### src/rtl/uart_pkg.sv
// ------------------------------------------------------------------
// uart_pkg : shared types and defaults for the UART TX feeder
// Rev 1.0  : initial release
// ------------------------------------------------------------------
`default_nettype none

package uart_pkg;

  localparam int DATA_W_DEF = 8;

  typedef enum logic [1:0] {
    IDLE     = 2'd0,
    SEND     = 2'd1,
    WAIT_LOW = 2'd2
  } tx_state_e;

endpackage

`default_nettype wire

### src/rtl/sync_fifo.sv
// ------------------------------------------------------------------
// sync_fifo : single-clock FIFO with first-word-fall-through read data
// Rev 1.0   : initial release
// ------------------------------------------------------------------
`default_nettype none

module sync_fifo #(
  parameter int DEPTH  = 16,
  parameter int DATA_W = 8
) (
  input  logic                     clk,
  input  logic                     rst,
  input  logic                     wr_en,
  input  logic [DATA_W-1:0]        wr_data,
  input  logic                     rd_en,
  output logic [DATA_W-1:0]        rd_data,
  output logic                     full,
  output logic                     empty,
  output logic [$clog2(DEPTH):0]   level
);

  localparam int AW = $clog2(DEPTH);
  localparam logic [AW:0] c_full_level = (AW+1)'(DEPTH);

  logic [DATA_W-1:0] r_mem [DEPTH];
  logic [AW-1:0]     r_wr_ptr;
  logic [AW-1:0]     r_rd_ptr;
  logic [AW:0]       r_level;
  logic              w_push;
  logic              w_pop;

  assign full    = (r_level == c_full_level);
  assign empty   = (r_level == '0);
  assign level   = r_level;
  assign rd_data = r_mem[r_rd_ptr];
  assign w_push  = wr_en && !full;
  assign w_pop   = rd_en && !empty;

  // Pointers are exactly AW bits wide, so they wrap modulo DEPTH for free
  always_ff @(posedge clk) begin
    if (!rst) begin
      r_wr_ptr <= '0;
      r_rd_ptr <= '0;
      r_level  <= '0;
    end else begin
      if (w_push) r_wr_ptr <= r_wr_ptr + 1'b1;
      if (w_pop)  r_rd_ptr <= r_rd_ptr + 1'b1;
      case ({w_push, w_pop})
        2'b10:   r_level <= r_level + 1'b1;
        2'b01:   r_level <= r_level - 1'b1;
        default: r_level <= r_level;
      endcase
    end
  end

  always_ff @(posedge clk) begin
    if (w_push) r_mem[r_wr_ptr] <= wr_data;
  end

endmodule

`default_nettype wire

### src/rtl/uart_tx_feeder.sv
// ------------------------------------------------------------------
// uart_tx_feeder : queues bytes and hands them one at a time to a UART TX
// Rev 1.0        : initial release
// ------------------------------------------------------------------
`default_nettype none

module uart_tx_feeder
  import uart_pkg::*;
#(
  parameter int DEPTH  = 16,
  parameter int DATA_W = DATA_W_DEF
) (
  input  logic                   clk,
  input  logic                   rst,
  input  logic                   wr_en,
  input  logic [DATA_W-1:0]      wr_data,
  output logic                   full,
  output logic [$clog2(DEPTH):0] level,
  output logic                   overflow,
  output logic                   send,
  output logic [DATA_W-1:0]      tx_in,
  input  logic                   tx_done,
  output logic                   busy
);

  tx_state_e          r_state;
  logic               r_send;
  logic [DATA_W-1:0]  r_tx_in;
  logic               r_overflow;
  logic               r_tx_done_q;
  logic               w_empty;
  logic               w_full;
  logic               w_pop;
  logic [DATA_W-1:0]  w_rd_data;
  logic [$clog2(DEPTH):0] w_level;

  assign w_pop = (r_state == IDLE) && !w_empty;

  sync_fifo #(
    .DEPTH  (DEPTH),
    .DATA_W (DATA_W)
  ) u_fifo (
    .clk     (clk),
    .rst     (rst),
    .wr_en   (wr_en),
    .wr_data (wr_data),
    .rd_en   (w_pop),
    .rd_data (w_rd_data),
    .full    (w_full),
    .empty   (w_empty),
    .level   (w_level)
  );

  // Completion is a tx_done rising edge only, so a level left high from a
  // previous frame never ends the current one.
  always_ff @(posedge clk) begin
    if (!rst) begin
      r_state     <= IDLE;
      r_send      <= 1'b0;
      r_tx_in     <= '0;
      r_overflow  <= 1'b0;
      r_tx_done_q <= 1'b0;
    end else begin
      r_tx_done_q <= tx_done;
      if (wr_en && w_full) r_overflow <= 1'b1;
      case (r_state)
        IDLE: begin
          if (!w_empty) begin
            r_tx_in <= w_rd_data;
            r_send  <= 1'b1;
            r_state <= SEND;
          end
        end
        SEND: begin
          if (tx_done && !r_tx_done_q) begin
            r_send  <= 1'b0;
            r_state <= WAIT_LOW;
          end
        end
        WAIT_LOW: begin
          if (!tx_done) r_state <= IDLE;
        end
        default: begin
          r_send  <= 1'b0;
          r_state <= IDLE;
        end
      endcase
    end
  end

  assign full     = w_full;
  assign level    = w_level;
  assign overflow = r_overflow;
  assign send     = r_send;
  assign tx_in    = r_tx_in;
  assign busy     = (r_state != IDLE);

endmodule

`default_nettype wire
### config.mk
export PLATFORM = sky130hd
export DESIGN_NAME = uart_tx_feeder
export DESIGN_NICKNAME = d
export VERILOG_FILES = /design/src/rtl/uart_pkg.sv /design/src/rtl/sync_fifo.sv /design/src/rtl/uart_tx_feeder.sv
export SDC_FILE = /design/constraint.sdc
export NUM_CORES = 1
export LEC_CHECK = 0
export CAP_MARGIN = 40
export CORE_ASPECT_RATIO = 1.25
export CORE_MARGIN = 2
export CORE_UTILIZATION = 60
export DETAILED_ROUTE_END_ITERATION = 6
export GPL_TIMING_DRIVEN = 0
export PLACE_DENSITY = 0.79
export SLEW_MARGIN = 25
export SYNTH_ARGS = -nofsm -noshare
export SYNTH_HDL_FRONTEND = slang
export SYNTH_HIERARCHICAL = 1
export SYNTH_SLANG_ARGS = --single-unit
### constraint.sdc
create_clock -name clk -period 4.5 [get_ports clk]
set_clock_uncertainty 0.1 [all_clocks]
set_input_delay 0.9 -clock clk [delete_from_list [all_inputs] [get_ports clk]]
set_output_delay 0.9 -clock clk [all_outputs]
set_load 0.01 [all_outputs]
Word level (Yosys, flattened, before mapping). Memory sizes are Yosys's and may differ from the RTL's. A register that Yosys moved wholly into a read port is not among the register bits. Cells that the tools add are included. W data, S select, Z words.

Flip-flop bits (word level): 18. Memory bits (writable): 128. Input port bits: 12. Output and inout bits: 17. Logic and storage cells: 48. Memories: 1.

Memories: u_fifo.r_mem (depth 16, width 8, rd ports 1, clocked after Yosys merged registers in 1, wr ports 1, RTL line sync_fifo.sv:25) `logic [DATA_W-1:0] r_mem [DEPTH];`.

Add/sub/neg operators: 4. Equality and inequality tests: 8. Multiplexer cells: 10. Bitwise logic cells: 2. Reductions and logical operators: 16.

Operators by type and width (count): $pmux W5 S2 (1); $add A4 B1 Y4 const B (2); $mux W2 (3); $ne A2 B2 Y1 const B (3); $pmux W2 S3 (1); $reduce_and A3 Y1 (2); $add A5 B1 Y5 const B (1); $eq A5 B5 Y1 const B (1); $logic_and A1 B1 Y1 (5); $logic_not A5 Y1 (1); $sub A5 B1 Y5 const B (1); $eq A2 B1 Y1 const B (2); $eq A2 B2 Y1 const B (2); $logic_not A1 Y1 (4); $mux W1 (4); $reduce_bool A2 Y1 (2); $pmux W1 S3 (1); $logic_not A2 Y1 (1); $not A1 Y1 (2); $reduce_and A2 Y1 (1).

Depth between registers and ports, before layout.
Word-level depth: 6. Gate-level depth with buffers: 16. Depth with buffers taken out: 12.

Hierarchy. The synthesis kept the hierarchy.

Modules (own cells, without submodules): sync_fifo (instances 1, cells each 331, area an instance 5931.9 µm²); uart_tx_feeder (instances 1, cells each 56, area an instance 541.8 µm²).

Least setup slack after synthesis. OpenSTA, ideal clock, no wires.

Path type: flip-flop to flip-flop. Start: register u_fifo.r_level[1], in the netlist u_fifo/level[1]. End: register u_fifo.r_level[4], in the netlist u_fifo/level[4]. Setup time: 0.064 ns. Arrival time: 2.955 ns. Setup slack: 1.381 ns. Stages on the path, launching flop included: 17. Path buffers: 4. Clock period less this slack: 3.119 ns. Path through: dfxtp_1 > buf_6 > or4_4 > buf_6 > nor2_1 > nor3_2 > buf_6 > o21ai_4 > inv_1 > ha_1 > clkbuf_1 > xor2_1 > ha_1 > nand2_1 > o21ai_0 > or3_1 > nand4_1.

Cells in the longest elaborated chain, start to end: 6. Elaborated cells between the ends (all ways): 13. Those cells by class: add/sub: 2; eq/ne: 3; mux: 1; reduce/logical: 7.

Ends and longest elaborated chain: from (decl) (RTL line sync_fifo.sv:28) `logic [AW:0] r_level;`; from (signal assigned) (RTL line sync_fifo.sv:49) `2'b10: r_level <= r_level + 1'b1;`; from (signal assigned) (RTL line sync_fifo.sv:50) `2'b01: r_level <= r_level - 1'b1;`; from (signal assigned) (RTL line sync_fifo.sv:51) `default: r_level <= r_level;`; $logic_not A5 Y1 (*) (RTL line sync_fifo.sv:33) `assign empty = (r_level == '0);`; net w_empty (RTL line uart_tx_feeder.sv:31) `logic w_empty;`; $logic_not A1 Y1 (*) (RTL line uart_tx_feeder.sv:37) `assign w_pop = (r_state == IDLE) && !w_empty;`; $logic_and A1 B1 Y1 (*) (RTL line uart_tx_feeder.sv:37); net w_pop (RTL line uart_tx_feeder.sv:33) `logic w_pop;`; $logic_and A1 B1 Y1 (*) (RTL line sync_fifo.sv:37) `assign w_pop = rd_en && !empty;`; net u_fifo.w_pop (RTL line sync_fifo.sv:30) `logic w_pop;`; $eq A2 B1 Y1 / $eq A2 B2 Y1 (equally long branches) (RTL line sync_fifo.sv:48) `case ({w_push, w_pop})`; $pmux W5 S2 / $reduce_bool A2 Y1 (equally long branches).

The timed path passes the listed nets; every way through them passes the cells marked *. A chain may end at the register's enable or synchronous reset.

Worst setup path in the final report. Ends and elaborated chain as after synthesis.

==> results_dict.tcl <==
set metrics [dict create \
    outcome "completed" \
    grt_pass1_vias 3667 \
    rsz0062_at_grt "no" \
    cts_hold_buf 0 \
    cts_tree "built" \
    ys.flop_type "edfxtp_1" \
    holdCritPathClass "register to register" \
    grt_usage 0.239 \
    p_leak_nw 2.59 \
    top_level_ports 29 \
    syn_area_sq_um 6470 \
    maxCapViolCount 0 \
    cts_buffers 17 \
    dp_cells 547 \
    max_freq_ghz 0.292 \
    drive_gt1_frac 0.199 \
    drc 0 \
    ys_seq_area_frac 0.687 \
    power_mw 4.27 \
    synth_edf_count 128 \
    place_ws_ns 0.934 \
    nFillCells 636 \
    most-common-layout-cells "edfxtp_1 (128), mux4_2 (32), nand2_1 (31)" \
    drv_slew 0 \
    clk_pin_slew_ns 0.06 \
    tightest_slew_ns 0.824 \
    num-nets-final 455 \
    grt_max_degree 17 \
    finalNonFillerCells 580 \
    drt-pass1-iter-count 4 \
    clkSinkCount 158 \
    cts_max_path_buffers 2 \
    worst_slack_ns 1.07 \
    drt_iter0_markers 231 \
    clock_latency_ns 0.42 \
    antenna_found_initial 0 \
    path_class "register to register" \
    viasPerCell 6.10 \
    finalCriticalPeriod_ns 3.43 \
    setup_viol_count_final 0 \
    syn_to_final_growth_pct 17.0 \
    portBuffers 28 \
    place_congestion 0.811 \
    die_h_um 120 \
    die_area_sq_um 11600 \
    yosys_warnings 6 \
    final_common_cell "edfxtp_1" \
    cts_resized 0 \
    num_vias 3539 \
    ir_worst_vdd_uv 392 \
    worstPathArrival_ns 3.62 \
    async_flop_share 0 \
    critPathCaptureType "register" \
    multiInputGateArea_sq_um 1870 \
    seqCellArea_sq_um 4440 \
    r2r_start "u_fifo/level[1]$_SDFFE_PN0P_" \
    hold_viol_final 0 \
    synth_cell_types 50 \
    post_cts_buffers 0 \
    whs_path_depth 2 \
    slew_headroom 0.448 \
    wl_mm 12.8 \
    setup.worst_path.start_class "register" \
    setup_tns_ns 0 \
    min_from "tx_in[5]$_SDFFE_PN0P_" \
    grt_pass1_wl_mm 20.3 \
    dieWidth_um 96.9 \
    cp_max_fo 11 \
    ff2ff_path_depth 15 \
    synth.avg_cell_area_sq_um 16.7 \
    dp_hpwl_mm 8.44 \
    post-route-period-util 0.762 \
    drtAntennaViolNets 0 \
    start_util 0.613 \
    power_density_nw_per_um2 564 \
    coreArea_sq_um 10600 \
    synthesis.nets 407 \
    ys_ff_latch 158 \
    synth_cells 387 \
    root_buffer "clkbuf_16" \
    startpoint "u_fifo/level[1]$_SDFFE_PN0P_" \
    ctsHtreeMaxLevel 4 \
    rows 42 \
    avgRoutedWirePerCell_um 22.0 \
    grt-ovfl-total 0 \
    crit_required_ns 4.69 \
    n_antenna_cell 0 \
    rrSetupSlack_ns 1.07 \
]
[metrics by stage]
| step | util | cell area [sq um] | hold slack, ns |
|---|---|---|---|
| floorplan | - | 6470 | 0.379 |
| global placement | 0.655 | 6920 | 0.344 |
| detailed placement | 0.657 | 6940 | 0.359 |
| CTS | 0.716 | 7560 | 0.364 |
| global route | 0.717 | 7570 | 0.390 |
| finish | 0.717 | 7570 | 0.360 |
[cells in the mapped netlist, types with 6 or more instances]
| library cell | number | share of area |
|---|---|---|
| edfxtp_1 | 128 | 0.59 |
| mux4_2 | 32 | 0.11 |
| nand2_1 | 31 | 0.018 |
| dfxtp_1 | 30 | 0.093 |
| nor2_1 | 17 | 0.0099 |
| a22oi_1 | 16 | 0.019 |
| mux2i_1 | 12 | 0.019 |
| nor2b_1 | 12 | 0.012 |
| clkbuf_1 | 10 | 0.0058 |
| and2_1 | 9 | 0.0087 |
| ha_1 | 8 | 0.015 |
| o21a_1 | 6 | 0.0070 |
[layer usage]
metal  wire length [um]  global-route usage  vias to the layer above
li1                   -                   -                     1603
met2               6740               0.404                      136
met3                729              0.0547                       17
met5                  0                   0                        -
met1               5000               0.298                     1783
met4                305               0.103                        0
[flip-flops by register name (all words and copies together), names as in the netlist, named ones only]
| name | cells |
|---|---|
| u_fifo/r_mem | 128 |
| tx_in | 8 |
| u_fifo/level | 5 |
| u_fifo/r_rd_ptr | 4 |
| u_fifo/r_wr_ptr | 4 |
| r_state | 2 |
| overflow | 1 |
| r_tx_done_q | 1 |
| send | 1 |
[final cells by class]
type | count | area share
sequential | 158 | 0.587
multi-input combinational | 199 | 0.247
clock buffer | 21 | 0.0608
timing repair buffer | 29 | 0.0380
tap | 132 | 0.0218
clock inverter | 11 | 0.0216
buffer | 25 | 0.0208
inverter | 5 | 0.00248
[cells by family (layout without fill, tap and decap cells)]
group	Yosys count	in the layout	synth area share
buf+inv	30	91	0.0273
compound gates	39	39	0.0483
fa+ha+maj	8	8	0.0155
xor+xnor	6	6	0.00812
mux	44	44	0.130
simple gates	102	102	0.0845
flops	158	158	0.687
[worst max-delay path, stage by stage, from the launching register on]
cell and delay [ns]:
dfxtp_1 0.32, buf_6 0.13, or4_4 0.50, buf_6 0.15
nor2_1 0.19, nor3_2 0.07, buf_6 0.17, o21ai_4 0.10
inv_1 0.07, ha_1 0.23, clkbuf_1 0.22, xor2_1 0.20
ha_1 0.25, o31ai_1 0.34, o21a_1 0.18, nand4_1 0.09
[worst paths after layout]
check	end
worst max-delay path	u_fifo/level[4]$_SDFFE_PN0P_
worst min-delay path	tx_in[5]$_SDFFE_PN0P_
worst max register to register	u_fifo/level[4]$_SDFFE_PN0P_
worst min register to register	tx_in[5]$_SDFFE_PN0P_
[power breakdown]
group	switching (mW)	internal (mW)	total (mW)
Sequential	0.0654	1.69	1.76
Clock	0.533	0.954	1.49
Combinational	0.529	0.496	1.02
Total	1.13	3.14	4.27
(Power assumes the default switching activity.)
